`config.mk`:
```
export PLATFORM = sky130hd
export DESIGN_NAME = tron_game_ctrl_flat
export DESIGN_NICKNAME = d
export VERILOG_FILES = /design/src/rtl/tron_game_ctrl_pkg.sv /design/src/rtl/tron_game_ctrl_if.sv /design/src/rtl/tron_game_ctrl_edge_sync.sv /design/src/rtl/tron_game_ctrl.sv /design/src/flat_wrapper.sv
export SDC_FILE = /design/constraint.sdc
export NUM_CORES = 1
export LEC_CHECK = 0
export CAP_MARGIN = 20
export CORE_MARGIN = 2
export CORE_UTILIZATION = 25
export DETAILED_ROUTE_END_ITERATION = 10
export GPL_TIMING_DRIVEN = 0
export MAX_ROUTING_LAYER = met4
export PLACE_DENSITY = 0.48
export REMOVE_ABC_BUFFERS = 1
export SYNTH_ARGS = -nofsm -noshare
export SYNTH_HDL_FRONTEND = slang
export SYNTH_SLANG_ARGS = --single-unit
```
`constraint.sdc`:
```
create_clock -name Clk -period 2.2 [get_ports Clk]
set_clock_uncertainty 0.05 [all_clocks]
set_input_delay 0.66 -clock Clk [delete_from_list [all_inputs] [get_ports Clk]]
set_output_delay 0.66 -clock Clk [all_outputs]
set_load 0.01 [all_outputs]
```
`src/rtl/tron_game_ctrl_pkg.sv`:
```
// Shared Tron types: game state and round winner encodings plus common widths.
// The arena and renderer import this package as well.
package tron_pkg;

  localparam int SCORE_W     = 4;
  localparam int FRAME_CNT_W = 8;

  typedef enum logic [2:0] {
    GS_TITLE     = 3'd0,
    GS_PLAY      = 3'd1,
    GS_CLEAR     = 3'd2,
    GS_COUNTDOWN = 3'd3,
    GS_GAME_OVER = 3'd4,
    GS_ROUND_END = 3'd5,
    GS_PAUSED    = 3'd6
  } game_state_t;

  typedef enum logic [1:0] {
    WIN_NONE = 2'b00,
    WIN_BLUE = 2'b01,
    WIN_RED  = 2'b10,
    WIN_DRAW = 2'b11
  } winner_t;

endpackage

```
`src/rtl/tron_game_ctrl_if.sv`:
```
// Game controller bus: keyboard/arena inputs and sequencer outputs.
// slave = controller side, master = keyboard/arena/testbench side.
interface tron_game_ctrl_if;
  import tron_pkg::*;

  logic                   frame_clk;
  logic                   Start;
  logic                   Pause;
  logic                   Blue_Crash;
  logic                   Red_Crash;
  logic                   Clear_Done;
  logic [2:0]             Game_State;
  logic [SCORE_W-1:0]     Blue_Score;
  logic [SCORE_W-1:0]     Red_Score;
  logic [1:0]             Round_Winner;
  logic                   Clear_Req;
  logic                   Reset_Score;
  logic [FRAME_CNT_W-1:0] Countdown;

  modport master (
    output frame_clk, Start, Pause, Blue_Crash, Red_Crash, Clear_Done,
    input  Game_State, Blue_Score, Red_Score, Round_Winner, Clear_Req,
           Reset_Score, Countdown
  );

  modport slave (
    input  frame_clk, Start, Pause, Blue_Crash, Red_Crash, Clear_Done,
    output Game_State, Blue_Score, Red_Score, Round_Winner, Clear_Req,
           Reset_Score, Countdown
  );

endinterface

```
`src/rtl/tron_game_ctrl_edge_sync.sv`:
```
// tron_edge_sync: 2-flop synchronizer followed by a registered rising-edge
// pulse. The pulse is high for one clk, 3 clks after the input edge.
module tron_edge_sync (
  input  logic clk_i,
  input  logic rst_ni,
  input  logic d_i,
  output logic pulse_o
);

  logic [2:0] sync_q;
  logic       pulse_q;

  // Shift the input through the sync chain and register the rising edge.
  always_ff @(posedge clk_i or negedge rst_ni) begin
    if (!rst_ni) begin
      sync_q  <= '0;
      pulse_q <= 1'b0;
    end else begin
      sync_q  <= {sync_q[1:0], d_i};
      pulse_q <= sync_q[1] & ~sync_q[2];
    end
  end

  assign pulse_o = pulse_q;

endmodule

```
`src/rtl/tron_game_ctrl.sv`:
```
// tron_game_ctrl: Tron round/game sequencer. Counts synchronized frames,
// scores crashes and runs the clear-arena handshake between rounds.
// Optional macro PAUSE_EN enables the PLAY <-> PAUSED toggle on the Pause key.
module tron_game_ctrl
  import tron_pkg::*;
#(
  parameter int unsigned WIN_SCORE        = 3,
  parameter int unsigned COUNT_FRAMES     = 180,
  parameter int unsigned ROUND_END_FRAMES = 120
) (
  input  logic             Clk,
  input  logic             Reset,
  tron_game_ctrl_if.slave  bus
);

  localparam logic [2:0] ST_TITLE     = GS_TITLE;
  localparam logic [2:0] ST_PLAY      = GS_PLAY;
  localparam logic [2:0] ST_CLEAR     = GS_CLEAR;
  localparam logic [2:0] ST_COUNTDOWN = GS_COUNTDOWN;
  localparam logic [2:0] ST_GAME_OVER = GS_GAME_OVER;
  localparam logic [2:0] ST_ROUND_END = GS_ROUND_END;
  localparam logic [2:0] ST_PAUSED    = GS_PAUSED;

  localparam logic [SCORE_W-1:0]     WIN_Q   = SCORE_W'(WIN_SCORE);
  localparam logic [SCORE_W-1:0]     SAT_Q   = '1;
  localparam logic [FRAME_CNT_W-1:0] COUNT_Q = FRAME_CNT_W'(COUNT_FRAMES);
  localparam logic [FRAME_CNT_W-1:0] RE_Q    = FRAME_CNT_W'(ROUND_END_FRAMES);

  logic frame_tick;
  logic start_edge;
  logic crash_tick;

  logic [2:0]             state_q, state_d;
  logic [SCORE_W-1:0]     blue_q, blue_d, red_q, red_d;
  logic [1:0]             winner_q, winner_d;
  logic                   clear_req_q, clear_req_d;
  logic                   reset_score_q, reset_score_d;
  logic [FRAME_CNT_W-1:0] countdown_q, countdown_d;
  logic [FRAME_CNT_W-1:0] frame_cnt_q, frame_cnt_d;
  logic                   score_open;

  tron_edge_sync u_frame_sync (.clk_i(Clk), .rst_ni(Reset), .d_i(bus.frame_clk), .pulse_o(frame_tick));
  tron_edge_sync u_start_sync (.clk_i(Clk), .rst_ni(Reset), .d_i(bus.Start),     .pulse_o(start_edge));

`ifdef PAUSE_EN
  logic pause_edge;
  tron_edge_sync u_pause_sync (.clk_i(Clk), .rst_ni(Reset), .d_i(bus.Pause),     .pulse_o(pause_edge));
  // A pause press wins over a crash on the same tick.
  assign crash_tick = frame_tick & (bus.Blue_Crash | bus.Red_Crash) & ~pause_edge;
`else
  assign crash_tick = frame_tick & (bus.Blue_Crash | bus.Red_Crash);
`endif

  // Once either player has reached the winning score, scores are frozen.
  assign score_open = (blue_q != WIN_Q) && (red_q != WIN_Q);

  // Next-state logic for the sequencer, scores and frame counters.
  always_comb begin
    state_d       = state_q;
    blue_d        = blue_q;
    red_d         = red_q;
    winner_d      = winner_q;
    countdown_d   = countdown_q;
    frame_cnt_d   = frame_cnt_q;
    reset_score_d = 1'b0;
    case (state_q)
      ST_TITLE, ST_GAME_OVER: begin
        if (start_edge) begin
          reset_score_d = 1'b1;
          blue_d        = '0;
          red_d         = '0;
          state_d       = ST_CLEAR;
        end
      end
      ST_CLEAR: begin
        if (bus.Clear_Done) begin
          countdown_d = COUNT_Q;
          state_d     = ST_COUNTDOWN;
        end
      end
      ST_COUNTDOWN: begin
        if (frame_tick) begin
          if (countdown_q <= 1) begin
            countdown_d = '0;
            winner_d    = WIN_NONE;
            state_d     = ST_PLAY;
          end else begin
            countdown_d = countdown_q - 1'b1;
          end
        end
      end
      ST_PLAY: begin
`ifdef PAUSE_EN
        if (pause_edge) state_d = ST_PAUSED;
`endif
        if (crash_tick) begin
          if (bus.Blue_Crash && bus.Red_Crash) begin
            winner_d = WIN_DRAW;
          end else if (bus.Blue_Crash) begin
            winner_d = WIN_RED;
            if (score_open && red_q != SAT_Q) red_d = red_q + 1'b1;
          end else begin
            winner_d = WIN_BLUE;
            if (score_open && blue_q != SAT_Q) blue_d = blue_q + 1'b1;
          end
          frame_cnt_d = RE_Q;
          state_d     = ST_ROUND_END;
        end
      end
      ST_ROUND_END: begin
        if (frame_tick) begin
          if (frame_cnt_q <= 1) begin
            frame_cnt_d = '0;
            state_d     = (blue_q == WIN_Q || red_q == WIN_Q) ? ST_GAME_OVER : ST_CLEAR;
          end else begin
            frame_cnt_d = frame_cnt_q - 1'b1;
          end
        end
      end
      ST_PAUSED: begin
`ifdef PAUSE_EN
        if (pause_edge) state_d = ST_PLAY;
`else
        state_d = ST_TITLE;
`endif
      end
      default: state_d = ST_TITLE;
    endcase
    clear_req_d = (state_d == ST_CLEAR);
  end

  // Register all state and outputs.
  always_ff @(posedge Clk or negedge Reset) begin
    if (!Reset) begin
      state_q       <= ST_TITLE;
      blue_q        <= '0;
      red_q         <= '0;
      winner_q      <= WIN_NONE;
      clear_req_q   <= 1'b0;
      reset_score_q <= 1'b0;
      countdown_q   <= '0;
      frame_cnt_q   <= '0;
    end else begin
      state_q       <= state_d;
      blue_q        <= blue_d;
      red_q         <= red_d;
      winner_q      <= winner_d;
      clear_req_q   <= clear_req_d;
      reset_score_q <= reset_score_d;
      countdown_q   <= countdown_d;
      frame_cnt_q   <= frame_cnt_d;
    end
  end

  assign bus.Game_State   = state_q;
  assign bus.Blue_Score   = blue_q;
  assign bus.Red_Score    = red_q;
  assign bus.Round_Winner = winner_q;
  assign bus.Clear_Req    = clear_req_q;
  assign bus.Reset_Score  = reset_score_q;
  assign bus.Countdown    = countdown_q;

endmodule

```
`src/flat_wrapper.sv`:
```
// flat-port wrapper written by rule: the top's interface ports become plain ports
module tron_game_ctrl_flat import tron_pkg::*;
#(
  parameter int unsigned WIN_SCORE        = 3,
  parameter int unsigned COUNT_FRAMES     = 180,
  parameter int unsigned ROUND_END_FRAMES = 120
)
  (Clk, Reset, bus_frame_clk, bus_Start, bus_Pause, bus_Blue_Crash, bus_Red_Crash, bus_Clear_Done, bus_Game_State, bus_Blue_Score, bus_Red_Score, bus_Round_Winner, bus_Clear_Req, bus_Reset_Score, bus_Countdown);
  tron_game_ctrl_if bus_i ();
  input  logic Clk;
  input  logic Reset;
  input wire logic [$bits(bus_i.frame_clk)-1:0] bus_frame_clk;
  input wire logic [$bits(bus_i.Start)-1:0] bus_Start;
  input wire logic [$bits(bus_i.Pause)-1:0] bus_Pause;
  input wire logic [$bits(bus_i.Blue_Crash)-1:0] bus_Blue_Crash;
  input wire logic [$bits(bus_i.Red_Crash)-1:0] bus_Red_Crash;
  input wire logic [$bits(bus_i.Clear_Done)-1:0] bus_Clear_Done;
  output wire logic [$bits(bus_i.Game_State)-1:0] bus_Game_State;
  output wire logic [$bits(bus_i.Blue_Score)-1:0] bus_Blue_Score;
  output wire logic [$bits(bus_i.Red_Score)-1:0] bus_Red_Score;
  output wire logic [$bits(bus_i.Round_Winner)-1:0] bus_Round_Winner;
  output wire logic [$bits(bus_i.Clear_Req)-1:0] bus_Clear_Req;
  output wire logic [$bits(bus_i.Reset_Score)-1:0] bus_Reset_Score;
  output wire logic [$bits(bus_i.Countdown)-1:0] bus_Countdown;
  assign bus_i.frame_clk = bus_frame_clk;
  assign bus_i.Start = bus_Start;
  assign bus_i.Pause = bus_Pause;
  assign bus_i.Blue_Crash = bus_Blue_Crash;
  assign bus_i.Red_Crash = bus_Red_Crash;
  assign bus_i.Clear_Done = bus_Clear_Done;
  assign bus_Game_State = bus_i.Game_State;
  assign bus_Blue_Score = bus_i.Blue_Score;
  assign bus_Red_Score = bus_i.Red_Score;
  assign bus_Round_Winner = bus_i.Round_Winner;
  assign bus_Clear_Req = bus_i.Clear_Req;
  assign bus_Reset_Score = bus_i.Reset_Score;
  assign bus_Countdown = bus_i.Countdown;
  tron_game_ctrl #(.WIN_SCORE(WIN_SCORE), .COUNT_FRAMES(COUNT_FRAMES), .ROUND_END_FRAMES(ROUND_END_FRAMES)) u_core (.Clk(Clk), .Reset(Reset), .bus(bus_i));
endmodule
```
==> results of run 1 <==
## report_power, final
part	internal (mW)	switching, mW	leakage [nW]
registers	0.916	0.281	0.464
clock network	0.367	0.262	0.0612
logic	0.582	0.552	0.543
total	1.87	1.10	1.07
## stage by stage
| stage | setup WS, ps | util, % | total power [mW] |
|---|---|---|---|
| after floorplan | 302 | - | 1.82 |
| after global placement | -669 | 30.3 | 2.34 |
| after detailed placement | -418 | 30.6 | 2.35 |
| after CTS | 20.4 | 32.0 | 3.00 |
| after global routing | 11.9 | 32.1 | 3.20 |
| final | 89.6 | 32.1 | 2.96 |
## routing by layer
| layer | vias to the layer above | global-route usage (%) | share of wire [%] |
|---|---|---|---|
| met5 | - | - | 0 |
| met4 | 0 | 4.17 | 1.1 |
| met3 | 5 | 2.66 | 4.1 |
| met2 | 35 | 16.8 | 44 |
| met1 | 850 | 15.9 | 51 |
| li1 | 871 | - | - |
## layout make-up
cell class / count / area share (%)
clock inverters: 2 / 1.33
flip-flops and latches: 39 / 37.2
inverters: 11 / 1.57
clock buffers: 6 / 3.14
multi-input cells: 158 / 40.0
repair buffers: 30 / 11.8
well taps: 105 / 4.99
## state kept, by name, indices dropped and copies added (netlist names)
name / count
u_core.bus.Game_State: 3
u_core.frame_cnt_q: 8
u_core.bus.Reset_Score: 1
u_core.u_frame_sync.sync_q: 3
u_core.bus.Blue_Score: 4
u_core.bus.Red_Score: 4
u_core.u_start_sync.pulse_o: 1
u_core.bus.Round_Winner: 2
u_core.bus.Countdown: 8
u_core.u_frame_sync.pulse_o: 1
u_core.bus.Clear_Req: 1
u_core.u_start_sync.sync_q: 3
## worst max path at each step
stage | start | to | slack (ps) | depth (start not counted)
floorplan | u_core.bus.Red_Score[0]$_DFFE_PN0P_ | u_core.bus.Red_Score[3]$_DFFE_PN0P_ | 300 | 5
global placement | Reset | u_core.bus.Countdown[0]$_DFFE_PN0P_ | -670 | 1
detailed placement | bus_Blue_Crash | u_core.frame_cnt_q[6]$_DFFE_PN0P_ | -420 | 5
CTS | u_core.bus.Game_State[0]$_DFF_PN0_ | bus_Game_State[0] | 20 | 1
global route | u_core.u_frame_sync.pulse_o$_DFF_PN0_ | u_core.frame_cnt_q[6]$_DFFE_PN0P_ | 10 | 4
finish | u_core.bus.Game_State[1]$_DFF_PN0_ | bus_Game_State[1] | 90 | 1
## cells by family (layout without fill, tap and decap cells)
group                      count (synthesis)  in the layout  share of synthesized area (%)
xor gates and xnor gates                   1              1                          0.414
muxes                                      5              5                           2.36
adders and majority gates                  6              6                           3.55
and+or+nand+nor                           87             87                           23.5
AOI/OAI and AO/OA                         59             59                           20.0
DFF                                       39             39                           46.1
buffers and inverters                     19             49                           4.14
## cell usage in the layout, fill, tap and decap left out, types with 4 or more instances in the layout
cell type,count
mux2i_1,5
a21oi_1,5
a32o_1,4
or3_1,7
and3_1,6
inv_1,11
nor2_1,10
o21ai_0,14
ha_1,6
o211ai_1,4
nand2_1,15
clkbuf_8,6
nand3_1,12
clkdlybuf4s50_1,26
a31oi_1,7
nor2b_1,4
nand2b_1,5
dfrtp_1,36
nor3_1,9
==> results.txt, run 1 <==
post-synthesis cell count = 216
WP data arrival = 1400 ps
final max-slew violation count = 0
H-Tree Depth = 2
EDFF count, synth = 0
per-cell routed wire length = 13.9 um
clk root buf = clkbuf_8
final-report setup violation count = 0
Starting Density = 25.8%
CP Class = flop to output port
Total GRT Usage = 11.6%
worst hold margin = 284 ps
YS warnings = 0
remaining antenna violation count = 0
top post-synthesis cells by area = dfrtp_1 46%, ha_1 3.5%, o21ai_0 3.3%
cts hold-fix bufs = 0
Netlist cell types = 53
Leakage = 1.07 nW
Crit path required time = 1490 ps
Slowest Stage Delay on Critical Path = 590 ps
critical path's slowest cell = clkdlybuf4s50_1
Die H = 96.0 um
status = complete, no violations
CP endpoint kind = output port
most frequent cells after synthesis = 39 x dfrtp_1, 15 x nand2_1, 14 x o21ai_0, 12 x nand3_1, 11 x inv_1
Layout Nets = 259
# port buffers = 29
# placed instances = 343
Yosys top cell area share = 46.1%
Ports = 31
vias in the first global route = 1653
Hold Vio Cnt, Final = 0
DR iter-0 viols = 60
largest net degree at the start of global routing = 22
clock slew seen by the registers of the worst setup and hold paths = 80 ps
Startpoint Class = flop
Max-slew headroom = 48.4%
Tmin final = 2110 ps
RSZ-0062 raised after global routing = false
cell taking the most area after synthesis = dfrtp_1
multi-input logic area = 1050 um2
Setup TNS = 0 ps
clock latency on the worst-skew pair = 290 ps
ratio of final minimum period to clock period = 95.9%
hold crit path type = input pin to asynchronous set/reset pin
initial antenna violation count = 0
Max Freq = 474 MHz
sequential share of the synthesized area = 46.1%
flops & latches, synth = 39
Routed WL = 4870 um
Register Area = 980 um2
Mapped Area = 2120 um2
count leader, synth = dfrtp_1
PwrDens = 1120 nW/um2
GRT overflow = 0
fin area = 2630 um2
routed vias = 1761
CTS max path bufs = 2
Post-DP Area = 2510 um2
Post-CTS Setup Inserts = 0
maxcap violations = 0
first drt pass iteration count = 4
DRC viols = 0
Final HPWL DP = 3620 um
R2R Path Start = u_core.frame_cnt_q[0]$_DFFE_PN0P_
worst slew pin tran = 765 ps
first-pass GRT wire length = 8050 um
CTS tree = yes
Critical Path Fanout Max = 13
Worst R2R Path Depth = 6
Primary FF master, synth = dfrtp_1
Core Footprint = 8220 um2
clock sink count = 39
die area = 9220 um2
Resized Gates After CTS = 4
VDD IR-drop max = 0.441 mV
Buf/Inv on CP = 1
r2r setup slk = 180 ps
antenna cells = 0
r2r endpoint = u_core.frame_cnt_q[2]$_DFFE_PN0P_
CTS Buf Count = 5
synthesized area per cell = 9.80 um2
area delta synth->final = 24.4%
CP cell instances = clkdlybuf4s50_1
Via density = 5.02
FILL cells = 874
FP Rows = 33
CP delay by family, top = buffers and inverters
GPL Wtd Cong = 0.817
DIE WIDTH = 96.0 um
fin cells = 351
fraction of layout cells with a size suffix above 1 = 8.54%
ys async rst share = 100%
(Power assumes the default switching activity.)
==> run 2, diff against run 1 <==
--- a/config.mk
+++ b/config.mk
@@ -9,7 +9,6 @@
 export CORE_MARGIN = 2
 export CORE_UTILIZATION = 25
 export DETAILED_ROUTE_END_ITERATION = 10
-export GPL_TIMING_DRIVEN = 0
 export MAX_ROUTING_LAYER = met4
 export PLACE_DENSITY = 0.48
 export REMOVE_ABC_BUFFERS = 1
==> run 2 against run 1 <==
Compared with the run above: maximum frequency increased by 1.5%; sequential share of layout area shrank 2.1 points; worst setup slack improved by 32 ps; utilization increased by 1.9 points; largest cell class unchanged; register-to-register slack gained 70 ps; routed wire length increased by 2.3%; combinational power grew 11%; die area stayed put; sequential cell count did not move; global-route usage is 0.58 points higher.
==> results.txt, run 2 (synthesis gave the netlist of run 1 again) <==
cts hold-fix bufs = 0
CP endpoint kind = output port
remaining antenna violation count = 0
Die H = 96.0 um
vias in the first global route = 1733
Total GRT Usage = 12.2%
status = complete, no violations
leading cell types in the layout, fill and taps excluded = 37 x dfrtp_1, 27 x clkdlybuf4s50_1, 19 x buf_4
PwrDens = 1130 nW/um2
Layout Nets = 278
RSZ-0062 raised after global routing = false
largest net degree at the start of global routing = 22
Post-CTS Setup Inserts = 0
worst slew pin tran = 515 ps
clk root buf = clkbuf_8
routed vias = 1820
clock latency on the worst-skew pair = 290 ps
Slowest Stage Delay on Critical Path = 590 ps
GRT overflow = 0
Core Footprint = 8220 um2
DRC viols = 0
area delta synth->final = 31.9%
Routed WL = 4980 um
CTS max path bufs = 2
CP Class = flop to output port
Max Freq = 481 MHz
per-cell routed wire length = 13.5 um
first-pass GRT wire length = 8530 um
clock slew seen by the registers of the worst setup and hold paths = 90 ps
FILL cells = 836
worst hold margin = 279 ps
final-report setup violation count = 0
fraction of layout cells with a size suffix above 1 = 14.7%
# port buffers = 29
critical path's slowest cell = clkdlybuf4s50_1
fin cells = 370
Final HPWL DP = 3810 um
die area = 9220 um2
Startpoint Class = flop
final max-slew violation count = 0
Via density = 4.92
GPL Wtd Cong = 0.773
CTS tree = yes
Core Util, Final = 34.0%
Critical Path Fanout Max = 8
Overall Power = 3.16 mW
H-Tree Depth = 2
antenna cells = 0
Buf/Inv on CP = 1
FP Rows = 33
DR iter-0 viols = 65
Max-slew headroom = 65.6%
CP delay by family, top = buffers and inverters
initial antenna violation count = 0
commonest non-fill, non-tap cell in the layout = dfrtp_1
CTS Buf Count = 5
VDD IR-drop max = 0.490 mV
first drt pass iteration count = 4
WP data arrival = 1370 ps
hold crit path type = input pin to asynchronous set/reset pin
Crit path required time = 1490 ps
# placed instances = 362
maxcap violations = 0
Hold Vio Cnt, Final = 0
Starting Density = 25.8%
Leakage = 1.17 nW
ratio of final minimum period to clock period = 94.5%
DIE WIDTH = 96.0 um
Tmin final = 2080 ps
CP cell instances = clkdlybuf4s50_1
Ports = 31
clock sink count = 39
## run 2: through the flow
step                      setup WS [ps]  instance area, um2  TNS (ps)
after CTS                          18.6                2790         0
after floorplan                     302                2070         0
after global placement             -244                2650     -1430
after global routing               44.8                2790         0
final                               121                2790         0
after detailed placement           -239                2650     -1400
## run 2: where the power goes
group	internal (mW)	switching [mW]	total, mW
combinational	0.667	0.582	1.25
clock	0.453	0.270	0.723
sequential	0.915	0.275	1.19
## run 2: worst register-to-register path, stage by stage (launching register included)
cell and delay [ps]:
dfrtp_1 430, ha_1 250, nor3b_1 170, o41a_1 420
or3b_1 400, mux2i_1 130
## run 2: final timing paths
path | start | end | slack, ps | depth (start not counted)
setup / recovery | u_core.bus.Countdown[0]$_DFFE_PN0P_ | bus_Countdown[0] | 120 | 1
min in group Clk | u_core.u_frame_sync.sync_q[0]$_DFF_PN0_ | u_core.u_frame_sync.sync_q[1]$_DFF_PN0_ | 300 | 0
hold / removal | Reset | u_core.frame_cnt_q[2]$_DFFE_PN0P_ | 280 | 1
max in group asynchronous | Reset | u_core.bus.Game_State[2]$_DFF_PN0_ | 1320 | 2
hold reg to reg | u_core.u_frame_sync.sync_q[0]$_DFF_PN0_ | u_core.u_frame_sync.sync_q[1]$_DFF_PN0_ | 300 | 0
setup reg to reg | u_core.bus.Red_Score[0]$_DFFE_PN0P_ | u_core.bus.Red_Score[3]$_DFFE_PN0P_ | 250 | 5
## run 2: per-layer routing
| metal | global-route usage (%) | part of all wire [%] |
|---|---|---|
| met1 | 17.1 | 51 |
| met2 | 18.0 | 44 |
| met3 | 2.66 | 3.4 |
| met4 | 2.86 | 0.68 |
| met5 | - | 0 |
## run 2: repair_timing
action | in CTS | in global routing
hold endpoints to repair | 0 | 0
setup endpoints to repair | 0 | 3
resized for setup | 0 | 3
## run 2: area by class of cell
| class | instances | area (um2) | area share [%] |
|---|---|---|---|
| multi-input cells | 158 | 1050 | 37.7 |
| well taps | 105 | 131 | 4.71 |
| flip-flops and latches | 39 | 978 | 35.1 |
| clock buffers | 5 | 68.8 | 2.47 |
| inverters | 11 | 41.3 | 1.48 |
| repair buffers | 49 | 450 | 16.1 |
| clock inverters | 3 | 67.6 | 2.42 |
==> edit: new RTL, config.mk and constraints of run 1 <==
`FRAME_CNT_W`: 8 -> 12.
--- a/src/rtl/tron_game_ctrl_pkg.sv
+++ b/src/rtl/tron_game_ctrl_pkg.sv
@@ -3,7 +3,7 @@
 package tron_pkg;
 
   localparam int SCORE_W     = 4;
-  localparam int FRAME_CNT_W = 8;
+  localparam int FRAME_CNT_W = 12;
 
   typedef enum logic [2:0] {
     GS_TITLE     = 3'd0,
Ports: changed (resized bus_Countdown); port bits go from 31 to 35. The function was not compared with the original's and may differ.
==> edit against run 1 <==
  * Setup slack better by 2.8 ps
  * Wire length up 20%
  * Sequential cell count up 8
  * First-iteration DRC count up 6.7%
  * Die area up 12%
  * Count of clock-buffer cells in the layout down 1
  * Total power up 10%
  * Synthesized area up 13%
  * Final area up 18%
  * Hold slack worse by 25 ps
  * Critical path type unchanged
  * Highest routed layer is now met3
==> edit: results (changes against run 1) <==
[setup_path]
crit_family = buffers and inverters
cpMaxStageDelayCell = clkdlybuf4s50_1
rr_worst_depth = 6  ; unchanged
cp-startpoint = u_core.bus.Game_State[2]
r2r_start = u_core.bus.Countdown[6]
worstReg2RegEnd = u_core.bus.Countdown[5]
worstPathMaxFanout = 11  ; -2
cp_slowest_stage_delay_ps = 600
arrival_ps = 1400  ; about the same
rrSetupSlack_ps = 100  ; -80 ps

[yosys]
synth_fa_ha_area_frac = 0.0314  ; -0.00406
synthArstFlopShare = 1.00  ; unchanged
ys_warn_count = 0  ; unchanged
syn_inst = 253  ; +17%
synth_common_cells = dfrtp_1 (47), nand2_1 (28), nor2_1 (25)
synth-seq-area-share = 0.492  ; +0.0309
synth_xor_area_frac = 0.00733  ; +0.00319
synthMuxAreaShare = 0.00419  ; -0.0195
synth_cell_type_count = 50  ; -5.7%
synth.area.top_cells = dfrtp_1 (49%), nand2_1 (4.4%), o21ai_0 (4.2%)
synth_compound_area_frac = 0.217  ; +0.0174

[finish]
antenna_cells = 0  ; unchanged
fin_nets = 309  ; +19%
drive_gt1_frac = 0.122  ; +0.0363
fin_cells = 425  ; +21%

[clocking]
clk_path_buf_depth = 2  ; unchanged
htree_levels = 2  ; unchanged
clock_latency_ps = 300
cts_root_buf = clkbuf_8
cts_buffers = 5  ; unchanged
path_clk_slew_ps = 100  ; +20 ps

[detailed_routing]
detail_route.wl_per_cell_um = 13.7  ; -1.2%
drtPass1Iterations = 5  ; +1
vias_per_cell = 4.89  ; -2.6%
drtIter0Drc = 64  ; +6.7%

[power_and_ir_drop]
vdd_ir_drop_max_mv = 0.359  ; -19%
p_leak_nw = 1.30  ; +22%

[place]
place_congestion = 0.799  ; -2.1%
placed_area_sq_um = 2870  ; +14%
io_buffers = 33  ; +14%
placed_cells = 411  ; +20%
post-dp-hpwl_um = 4170  ; +15%

[status]
status = completed

[timing]
maxSlewHeadroom = 0.457  ; -0.0270

[grt]
antenna_found_initial = 0  ; unchanged
track_usage = 0.119  ; +0.00268
grt_pass1_wl_um = 9570  ; +19%
grt_pass1_vias = 1957  ; +18%
grt_max_degree = 28  ; +27%

[worst_hold_path]
hold_path.class = input pin to asynchronous set/reset pin

[edit: metal layers]
| metal | track usage | vias up | share of wire |
|---|---|---|---|
| met5 | - | - | 0 |
| met4 | 0.0281 | 0 | 0 |
| met3 | 0.0207 | 0 | 0.027 |
| met2 | 0.176 | 42 | 0.45 |
| met1 | 0.169 | 1024 | 0.52 |
| li1 | - | 1011 | - |
[edit: cell type report]
class                           instances  area [sq um]
Clock inverter                          3          67.6
Inverter                               11          41.3
Sequential cell                        47          1180
Tap cell                              129           161
Timing Repair Buffer                   40           395
Fill cell                             964          6130
Clock buffer                            5          68.8
Multi-Input combinational cell        190          1200
[edit: kinds of logic after synthesis]
| family | after synthesis |
|---|---|
| buf+inv | 16 |
| simple gates | 102 |
| compound gates | 79 |
| fa+ha+maj | 6 |
| mux | 1 |
| xor+xnor | 2 |
| flops | 47 |
[edit: repair_timing]
action                     CTS  global route
setup endpoints to repair   23            22
pin swaps                    2             3
gates resized for setup      5            11
setup buffers                2             4
[edit: metrics by stage]
stage | setup WS [ps] | utilization | power [mW] | setup TNS [ps] | hold slack [ps]
3_5_place_dp | -706 | 0.311 | 2.52 | -9150 | 286
6_report | 92.5 | 0.337 | 3.27 | 0 | 259
4_1_cts | 5.21 | 0.330 | 3.30 | 0 | 285
5_1_grt | -10.4 | 0.337 | 3.50 | -10.4 | 303
3_3_place_gp | -1070 | 0.309 | 2.50 | -59520 | 281
2_1_floorplan | 161 | - | 1.96 | 0 | 281
[edit: how the worst max path moves through the flow]
stage,slack [ps],end,depth (start not counted)
after floorplan,160,u_core.bus.Countdown[4],5
after global placement,-1070,u_core.bus.Blue_Score[0],1
after detailed placement,-710,u_core.bus.Countdown[4],6
after CTS,5,u_core.bus.Blue_Score[2],6
after global routing,-10,u_core.bus.Countdown[10],5
final,90,bus_Game_State[2],1
[edit: power by group]
| part | switching (mW) | internal, mW | leakage [nW] | total [mW] |
|---|---|---|---|---|
| Combinational | 0.489 | 0.580 | 0.671 | 1.07 |
| Clock | 0.310 | 0.453 | 0.0644 | 0.763 |
| Sequential | 0.314 | 1.12 | 0.564 | 1.43 |
| Total | 1.11 | 2.15 | 1.30 | 3.27 |
